### src/rtl/video_mem_arbiter.sv
// Single-port VRAM arbiter: scan-out (VID) has priority bounded by a starvation
// guard, CPU and blitter share round-robin; one transaction in flight at a time.
module video_mem_arbiter #(
    parameter int unsigned STARVE_LIMIT = 8
) (
    input  logic        i_clock,
    input  logic        i_reset,
    input  logic        i_vid_request,
    input  logic [31:0] i_vid_address,
    output logic [31:0] o_vid_rdata,
    output logic        o_vid_ready,
    input  logic        i_cpu_request,
    input  logic        i_cpu_rw,
    input  logic [31:0] i_cpu_address,
    input  logic [31:0] i_cpu_wdata,
    output logic [31:0] o_cpu_rdata,
    output logic        o_cpu_ready,
    input  logic        i_blt_request,
    input  logic        i_blt_rw,
    input  logic [31:0] i_blt_address,
    input  logic [31:0] i_blt_wdata,
    output logic [31:0] o_blt_rdata,
    output logic        o_blt_ready,
    output logic        o_mem_request,
    output logic        o_mem_rw,
    output logic [31:0] o_mem_address,
    output logic [31:0] o_mem_wdata,
    input  logic [31:0] i_mem_rdata,
    input  logic        i_mem_ready,
    output logic [1:0]  o_grant
);
    localparam int SW = $clog2(STARVE_LIMIT + 2);
    localparam logic [SW-1:0] STREAK_MAX = '1;
    localparam logic [SW-1:0] LIMIT      = SW'(STARVE_LIMIT);
    localparam logic [1:0] G_NONE = 2'd0, G_VID = 2'd1, G_CPU = 2'd2, G_BLT = 2'd3;

    typedef enum logic [1:0] {S_IDLE, S_ACCESS, S_RELEASE} state_t;

    state_t        state_reg, state_next;
    logic [1:0]    grant_reg, grant_next;
    logic          mem_request_reg, mem_request_next;
    logic          mem_rw_reg, mem_rw_next;
    logic [31:0]   mem_address_reg, mem_address_next;
    logic [31:0]   mem_wdata_reg, mem_wdata_next;
    logic [31:0]   vid_rdata_reg, vid_rdata_next;
    logic [31:0]   cpu_rdata_reg, cpu_rdata_next;
    logic [31:0]   blt_rdata_reg, blt_rdata_next;
    logic          vid_ready_reg, vid_ready_next;
    logic          cpu_ready_reg, cpu_ready_next;
    logic          blt_ready_reg, blt_ready_next;
    logic          rr_blt_reg, rr_blt_next;
    logic [SW-1:0] streak_reg, streak_next;

    logic others_pending, starved, vid_wins, cpu_wins;

    assign others_pending = i_cpu_request | i_blt_request;
    assign starved  = (STARVE_LIMIT != 0) && (streak_reg == LIMIT) && others_pending;
    assign vid_wins = i_vid_request && !starved;
    // rr_blt_reg = 1 means the blitter wins the next CPU/BLT tie.
    assign cpu_wins = i_cpu_request && (!i_blt_request || !rr_blt_reg);

    always_comb begin
        state_next       = state_reg;
        grant_next       = grant_reg;
        mem_request_next = mem_request_reg;
        mem_rw_next      = mem_rw_reg;
        mem_address_next = mem_address_reg;
        mem_wdata_next   = mem_wdata_reg;
        vid_rdata_next   = vid_rdata_reg;
        cpu_rdata_next   = cpu_rdata_reg;
        blt_rdata_next   = blt_rdata_reg;
        vid_ready_next   = 1'b0;
        cpu_ready_next   = 1'b0;
        blt_ready_next   = 1'b0;
        rr_blt_next      = rr_blt_reg;
        streak_next      = streak_reg;
        case (state_reg)
            S_IDLE: begin
                grant_next = G_NONE;
                if (vid_wins) begin
                    grant_next       = G_VID;
                    mem_rw_next      = 1'b0;
                    mem_address_next = i_vid_address;
                    mem_wdata_next   = 32'd0;
                    mem_request_next = 1'b1;
                    state_next       = S_ACCESS;
                    if (!others_pending)
                        streak_next = '0;
                    else if (streak_reg != STREAK_MAX)
                        streak_next = streak_reg + SW'(1);
                end else if (others_pending) begin
                    if (cpu_wins) begin
                        grant_next       = G_CPU;
                        mem_rw_next      = i_cpu_rw;
                        mem_address_next = i_cpu_address;
                        mem_wdata_next   = i_cpu_wdata;
                        rr_blt_next      = 1'b1;
                    end else begin
                        grant_next       = G_BLT;
                        mem_rw_next      = i_blt_rw;
                        mem_address_next = i_blt_address;
                        mem_wdata_next   = i_blt_wdata;
                        rr_blt_next      = 1'b0;
                    end
                    mem_request_next = 1'b1;
                    streak_next      = '0;
                    state_next       = S_ACCESS;
                end
            end
            S_ACCESS: begin
                if (i_mem_ready) begin
                    mem_request_next = 1'b0;
                    state_next       = S_RELEASE;
                    case (grant_reg)
                        G_VID: begin
                            vid_rdata_next = i_mem_rdata;
                            vid_ready_next = 1'b1;
                        end
                        G_CPU: begin
                            if (!mem_rw_reg) cpu_rdata_next = i_mem_rdata;
                            cpu_ready_next = 1'b1;
                        end
                        G_BLT: begin
                            if (!mem_rw_reg) blt_rdata_next = i_mem_rdata;
                            blt_ready_next = 1'b1;
                        end
                        default: ;
                    endcase
                end
            end
            S_RELEASE: begin
                grant_next = G_NONE;
                state_next = S_IDLE;
            end
            default: state_next = S_IDLE;
        endcase
    end

    always_ff @(posedge i_clock) begin
        if (i_reset) begin
            state_reg       <= S_IDLE;
            grant_reg       <= G_NONE;
            mem_request_reg <= 1'b0;
            mem_rw_reg      <= 1'b0;
            mem_address_reg <= 32'd0;
            mem_wdata_reg   <= 32'd0;
            vid_rdata_reg   <= 32'd0;
            cpu_rdata_reg   <= 32'd0;
            blt_rdata_reg   <= 32'd0;
            vid_ready_reg   <= 1'b0;
            cpu_ready_reg   <= 1'b0;
            blt_ready_reg   <= 1'b0;
            rr_blt_reg      <= 1'b0;
            streak_reg      <= '0;
        end else begin
            state_reg       <= state_next;
            grant_reg       <= grant_next;
            mem_request_reg <= mem_request_next;
            mem_rw_reg      <= mem_rw_next;
            mem_address_reg <= mem_address_next;
            mem_wdata_reg   <= mem_wdata_next;
            vid_rdata_reg   <= vid_rdata_next;
            cpu_rdata_reg   <= cpu_rdata_next;
            blt_rdata_reg   <= blt_rdata_next;
            vid_ready_reg   <= vid_ready_next;
            cpu_ready_reg   <= cpu_ready_next;
            blt_ready_reg   <= blt_ready_next;
            rr_blt_reg      <= rr_blt_next;
            streak_reg      <= streak_next;
        end
    end

    assign o_grant       = grant_reg;
    assign o_mem_request = mem_request_reg;
    assign o_mem_rw      = mem_rw_reg;
    assign o_mem_address = mem_address_reg;
    assign o_mem_wdata   = mem_wdata_reg;
    assign o_vid_rdata   = vid_rdata_reg;
    assign o_cpu_rdata   = cpu_rdata_reg;
    assign o_blt_rdata   = blt_rdata_reg;
    assign o_vid_ready   = vid_ready_reg;
    assign o_cpu_ready   = cpu_ready_reg;
    assign o_blt_ready   = blt_ready_reg;
endmodule

### config.mk
export PLATFORM = sky130hd
export DESIGN_NAME = video_mem_arbiter
export DESIGN_NICKNAME = d
export VERILOG_FILES = /design/src/rtl/video_mem_arbiter.sv
export SDC_FILE = /design/constraint.sdc
export NUM_CORES = 1
export LEC_CHECK = 0
export ABC_AREA = 1
export CAP_MARGIN = 20
export CORE_AREA = 2 2 144 146
export CTS_CLUSTER_SIZE = 30
export DETAILED_ROUTE_END_ITERATION = 8
export DIE_AREA = 0 0 146 148
export PLACE_DENSITY = 0.87
export SLEW_MARGIN = 40
export SYNTH_ARGS = -nofsm -noshare
export SYNTH_HDL_FRONTEND = slang
export SYNTH_SLANG_ARGS = --single-unit
### constraint.sdc
create_clock -name i_clock -period 1.7 [get_ports i_clock]
set_input_delay 0.17 -clock i_clock [delete_from_list [all_inputs] [get_ports i_clock]]
set_output_delay 0.17 -clock i_clock [all_outputs]
set_load 0.03 [all_outputs]
# Yosys cells after proc, flatten, opt, wreduce, memory -nomap -nowiden
# Index checks and enable logic that the tools add are counted.
dict set report word_totals {
  regBits 174
  latch_bits 0
  ramBits 0
  romBits 0
  input_bits 200
  output_inout_bits 167
  word_cells 79
  mem_count 0
}
dict set report classes {
  add_sub_neg 1
  mul 0
  n_div 0
  magnitude_cmp 0
  n_eq_ne 10
  shifts 0
  n_mux 29
  bitwise 5
  reduce_logical 20
}
# operator count
set ops {}
lappend ops {{32-bit 2-to-1 mux} 6}
lappend ops {{4-bit 2-to-1 mux} 4}
lappend ops {{3-bit AND reduction} 4}
lappend ops {{1-bit 2-to-1 mux} 11}
lappend ops {{2-bit 2-to-1 mux} 5}
lappend ops {{2-bit one-hot mux with 2 select lines} 2}
lappend ops {{4-bit AND reduction} 2}
lappend ops {{2-bit equality test (second input constant)} 3}
lappend ops {{2-bit nonzero test} 3}
lappend ops {{4-bit by 1-bit adder with 4-bit output (second input constant)} 1}
lappend ops {{2-bit by 1-bit equality test with 1-bit output (second input constant)} 2}
lappend ops {{4-bit equality test (second input constant)} 1}
lappend ops {{4-bit inequality test (second input constant)} 1}
lappend ops {{1-bit NOT} 4}
lappend ops {{2-bit AND reduction} 2}
lappend ops {{1-bit logical AND} 3}
lappend ops {{1-bit logical NOT} 3}
lappend ops {{3-bit by 2-bit inequality test with 1-bit output (second input constant)} 1}
lappend ops {{3-bit inequality test (second input constant)} 1}
lappend ops {{3-bit OR reduction} 1}
lappend ops {{2-bit logical NOT} 1}
lappend ops {{2-bit inequality test (second input constant)} 1}
lappend ops {{1-bit one-hot mux with 2 select lines} 1}
lappend ops {{1-bit logical OR} 1}
lappend ops {{1-bit bitwise OR} 1}

# Depth between registers and ports, before layout
dict set report depth {
  ltp_word 7
  mapped_depth 11
  depth_no_buf 10
}

# Worst setup path before layout
# Ideal clock, no wire load.
dict set report synth_timing {
  path_type {reg-to-reg}
  start {register grant_reg[1] (netlist: o_grant[1])}
  end {register cpu_rdata_reg[23] (netlist: o_cpu_rdata[23])}
  setup_time_ns 0.128
  t_arrival_ns 1.339
  required_time_ns 1.572
  path_slack_ns 0.233
  path_stages_with_launch 7
  synth_period_minus_slack_ns 1.467
  path_cell_list {dfxtp_1 -> inv_1 -> nor2_1 -> nand3_1 -> clkbuf_1 -> o21ai_0 -> a21oi_1}
}
dict set report synth_via {
  elab_chain_len 2
}
# item line_no
set synth_rtl {}
lappend synth_rtl {{start, declared} 40} ;# logic [1:0] grant_reg, grant_next;
lappend synth_rtl {{start signal, assigned} 157} ;# grant_reg <= grant_next;
lappend synth_rtl {{2-bit equality test} 114} ;# case (grant_reg)
lappend synth_rtl {{4-bit AND reduction (no line)} n/a}
lappend synth_rtl {{end signal, assigned} 163} ;# cpu_rdata_reg <= cpu_rdata_next;
lappend synth_rtl {{end, declared} 46} ;# logic [31:0] cpu_rdata_reg, cpu_rdata_next;
# No other way between the ends.
# A chain may end at the register's enable or synchronous reset.

# Worst setup path in the final report
dict set report layout_timing {
  start {register mem_address_reg[7] (netlist: o_mem_address[7])}
  end {output o_mem_address[7]}
}
# item line_no
set layout_rtl {}
lappend layout_rtl {{start, declared} 43} ;# logic [31:0] mem_address_reg, mem_address_next;
lappend layout_rtl {{start signal, assigned} 160} ;# mem_address_reg <= mem_address_next;
lappend layout_rtl {{end, declared} 26} ;# output logic [31:0] o_mem_address,
# No word-level cell between the ends.

==> summary.md <==
| Metric | Value |
|---|---|
| Final weighted congestion in routability-driven placement | `0.870` |
| Cells after Synth | `approximately 1.1k` |
| Global-route usage over all layers | `0.246` |
| Power density normalized to cell area | `just under 900 mW/mm^2` |
| Crit path max-delay family | `buffers and inverters` |
| Maximum fanout count along the critical path | `2` |
| Post-route DRC violation count | `0` |
| Cells along the critical path | `clkdlybuf4s50_1` |
| Die Footprint | `0.0216 sq mm` |
| CTS Sinks | `174` |
| Hold Fails Final Rpt | `0` |
| Count of buffers from port buffering | `366` |
| Count of cells along the worst register-to-register path | `11` |
| Total Power | `10900 uW` |
| Minimum clock period | `~1.7 ns` |
| Worst R2R Start | `streak_reg[0]$_SDFFE_PP0P_` |
| Number of warnings reported in the yosys synthesis log | `0` |
| CTS tree | `yes` |
| Post-CTS Setup Repair Bufs | `0` |
| Net count, final | `1668` |
| Setup crit end | `o_mem_address[7]` |
| Met2 track utilization from global routing | `0.432` |
| Data required time of the critical path | `1.53 ns` |
| Share of final-layout standard cells stronger than drive strength 1 | `0.0751` |
| Combined buffer and inverter count along the critical path | `1` |
| Setup total negative slack | `0 ns` |
| Maximum number of pins on one net before global-route repair | `105` |
| Number of iterations in the first detailed-routing pass | `7` |
| Final-layout worst hold slack | `0.222 ns` |
| Insertion delay of the later-clocked pin in the worst-skew pair | `0.43 ns` |
| Filler instances | `1688` |
| Worst supply voltage drop on vdd | `0.511 mV` |
| Launch point of the worst path | `o_mem_address[7]$_SDFFE_PP0P_` |
| Max-slew violation count | `0` |
| Number of clock buffers inserted by TritonCTS | `17` |
| Synthesized Nets | `1318` |
| Reported leakage power | `0.00513 uW` |
| Outcome | `finished clean` |
| Final HPWL from detailed placement | `20100 um` |
| Count of standard-cell rows | `52` |
| Initial antenna violation count | `0` |
| Setup slack of the most critical reg-to-reg path | `0.12 ns` |
| Longest individual stage delay on the worst path | `0.70 ns` |
| Number of maximum-capacitance violations | `0` |
| GRT overflow | `0` |
| Library cell used as clock root buffer | `sky130_fd_sc_hd__clkbuf_16` |
| Worst reg2reg path endpoint | `o_mem_address[8]$_SDFFE_PP0P_` |
| Antenna cell count | `0` |
| Via count of the first global-routing pass | `8481` |
| Average wire per standard cell | `15.7 um` |
| Global-route track usage on met1 | `0.282` |
| Global-route wire length before repair | `42800 um` |
| Max transition margin | `0.666` |
| Core Area | `0.0200 sq mm` |
| Share of Yosys cell area claimed by the top area cell type | `0.457` |
| Bufs on Longest Clock Path | `2` |
| Data arrival at the endpoint of the critical path | `about 1.5 ns` |
| Number of distinct library cell variants in the gate-level netlist after synthesis | `24` |
| Post-layout util | `0.625` |
| Critical Path End Type | `primary output` |
| Worst slew pin tran | `0.501 ns` |
| Synthesized area per cell | `6.83 sq um` |
| Layout Skew | `0.0151 ns` |
| Post-synthesis register bit count | `174` |
| Max Clk Rate | `about 600 MHz` |
| Setup violations, final | `0` |
| Crit path depth | `1` |
| Synth top area cells | `sky130_fd_sc_hd__dfxtp_1 (46%), sky130_fd_sc_hd__nand2_1 (18%), sky130_fd_sc_hd__nand3_1 (9.0%)` |
| RSZ-0062 raised after global routing | `false` |
| Top Usage Layer GRT | `met2` |
| I/O Pins | `367` |
| Number of DRC markers in iteration 0 | `412` |
| Met3 demand-to-capacity share in global routing | `0.0682` |
| Slowest stage cell, crit path | `sky130_fd_sc_hd__clkdlybuf4s50_1` |
| Type of the setup path with the least slack | `flop to primary output` |
| Clock-pin slew reported for the worst setup and hold paths after clock tree synthesis | `~0.07 ns` |
| Top cell type by total area after synthesis | `sky130_fd_sc_hd__dfxtp_1` |
| X dimension of the die | `146 um` |
| Post-detailed-routing wire length | `27400 um` |
| Post-synthesis sequential area ratio | `0.457` |
| Category of the worst setup path launch point | `flop` |
| Worst Hold Class | `input port to flop` |
| Initial Util | `0.380` |
| Antenna-violating nets left | `0` |
| Ratio of final minimum period to clock period | `0.977` |
| Summed instance area of the synthesized netlist | `0.00762 sq mm` |
| Number of H-tree levels | `4` |
| Routed vias | `~8.7k` |
| DIE HEIGHT | `148 um` |
| Post-DR vias/cell | `approximately 5` |
| Synthesis-to-layout area growth | `64.4%` |
-- cell type report --
type / count / area (sq um) / area share
repair buffers: 415 / 4330 / 0.346
clock buffers: 18 / 439 / 0.0350
flip-flops and latches: 174 / 3490 / 0.278
multi-input cells: 808 / 3590 / 0.286
clock inverters: 14 / 161 / 0.0129
well taps: 270 / 338 / 0.0270
inverters: 50 / 188 / 0.0150
-- stage by stage --
stage,setup WS (ns),cell area [sq um],std cells
3_5_place_dp,-0.191,11800,1712
4_1_cts,0.00319,12300,1744
3_3_place_gp,-0.161,11800,1712
5_1_grt,0.000546,12500,1749
6_report,0.0383,12500,1749
2_1_floorplan,0.233,7620,1116
-- timing repair --
| action | 4_1_cts | 5_1_grt |
|---|---|---|
| hold buffers | 0 | 0 |
| pin swaps | 0 | 4 |
| setup endpoints to repair | 4 | 78 |
| hold endpoints to repair | 0 | 0 |
| cloned | 0 | 5 |
| gates resized for setup | 4 | 24 |
-- cell usage in the layout (no fill, tap or decap), types with 5 or more instances in the layout --
| master | netlist | final |
|---|---|---|
| sky130_fd_sc_hd__a21oi_1 | 136 | 133 |
| sky130_fd_sc_hd__buf_12 | 0 | 17 |
| sky130_fd_sc_hd__buf_4 | 7 | 28 |
| sky130_fd_sc_hd__clkbuf_16 | 0 | 21 |
| sky130_fd_sc_hd__clkdlybuf4s50_1 | 0 | 350 |
| sky130_fd_sc_hd__dfxtp_1 | 174 | 172 |
| sky130_fd_sc_hd__dlymetal6s2s_1 | 0 | 10 |
| sky130_fd_sc_hd__inv_1 | 43 | 41 |
| sky130_fd_sc_hd__inv_2 | 7 | 9 |
| sky130_fd_sc_hd__inv_6 | 0 | 7 |
| sky130_fd_sc_hd__nand2_1 | 375 | 374 |
| sky130_fd_sc_hd__nand3_1 | 137 | 136 |
| sky130_fd_sc_hd__nor2_1 | 77 | 76 |
| sky130_fd_sc_hd__nor2_2 | 4 | 5 |
| sky130_fd_sc_hd__o21ai_0 | 63 | 63 |
-- where the power goes --
group,switching (uW),leakage [uW],total (uW),internal (uW)
logic,1340,0.00343,2490,1150
registers,121,0.00141,4390,4270
clock network,1830,0.000289,3970,2140
total,3290,0.00513,10900,7560
-- per-layer routing --
layer	part of all wire	vias to the layer above	routed length, um
li1	-	4304	-
met1	0.38	3921	10600
met2	0.49	425	13600
met3	0.086	64	2370
met4	0.034	0	945
met5	0	-	0
-- cell families after synthesis --
kind of cell	share of synthesized area
fa+ha+maj	0.00328
compound gates	0.134
simple gates	0.324
buf+inv	0.0804
xor+xnor	0.00115
flops	0.457
-- how the worst min path moves through the flow --
stage | from | end | cells past startpoint
after global routing | i_reset | streak_reg[1]$_SDFFE_PP0P_ | 4
after floorplan | i_mem_rdata[19] | o_vid_rdata[19]$_SDFFE_PP0P_ | 2
after global placement | o_cpu_rdata[26]$_SDFFE_PP0P_ | o_cpu_rdata[26]$_SDFFE_PP0P_ | 2
after CTS | i_vid_request | streak_reg[0]$_SDFFE_PP0P_ | 5
final | i_reset | streak_reg[0]$_SDFFE_PP0P_ | 4
after detailed placement | o_cpu_rdata[24]$_SDFFE_PP0P_ | o_cpu_rdata[24]$_SDFFE_PP0P_ | 2
-- synth_stat cells --
cell,n
sky130_fd_sc_hd__a21oi_1,136
sky130_fd_sc_hd__buf_1,2
sky130_fd_sc_hd__buf_2,27
sky130_fd_sc_hd__buf_4,7
sky130_fd_sc_hd__buf_6,6
sky130_fd_sc_hd__clkbuf_1,42
sky130_fd_sc_hd__clkbuf_2,1
sky130_fd_sc_hd__dfxtp_1,174
sky130_fd_sc_hd__ha_1,2
sky130_fd_sc_hd__inv_1,43
sky130_fd_sc_hd__inv_2,7
sky130_fd_sc_hd__nand2_1,375
sky130_fd_sc_hd__nand2_2,2
sky130_fd_sc_hd__nand2_4,1
sky130_fd_sc_hd__nand3_1,137
sky130_fd_sc_hd__nand3_2,1
sky130_fd_sc_hd__nand4_1,4
sky130_fd_sc_hd__nor2_1,77
sky130_fd_sc_hd__nor2_2,4
sky130_fd_sc_hd__nor3_1,1
sky130_fd_sc_hd__o21ai_0,63
sky130_fd_sc_hd__o21ai_1,2
sky130_fd_sc_hd__o21ai_4,1
sky130_fd_sc_hd__xor2_1,1
No activity file was read; power rests on OpenSTA's default activity.
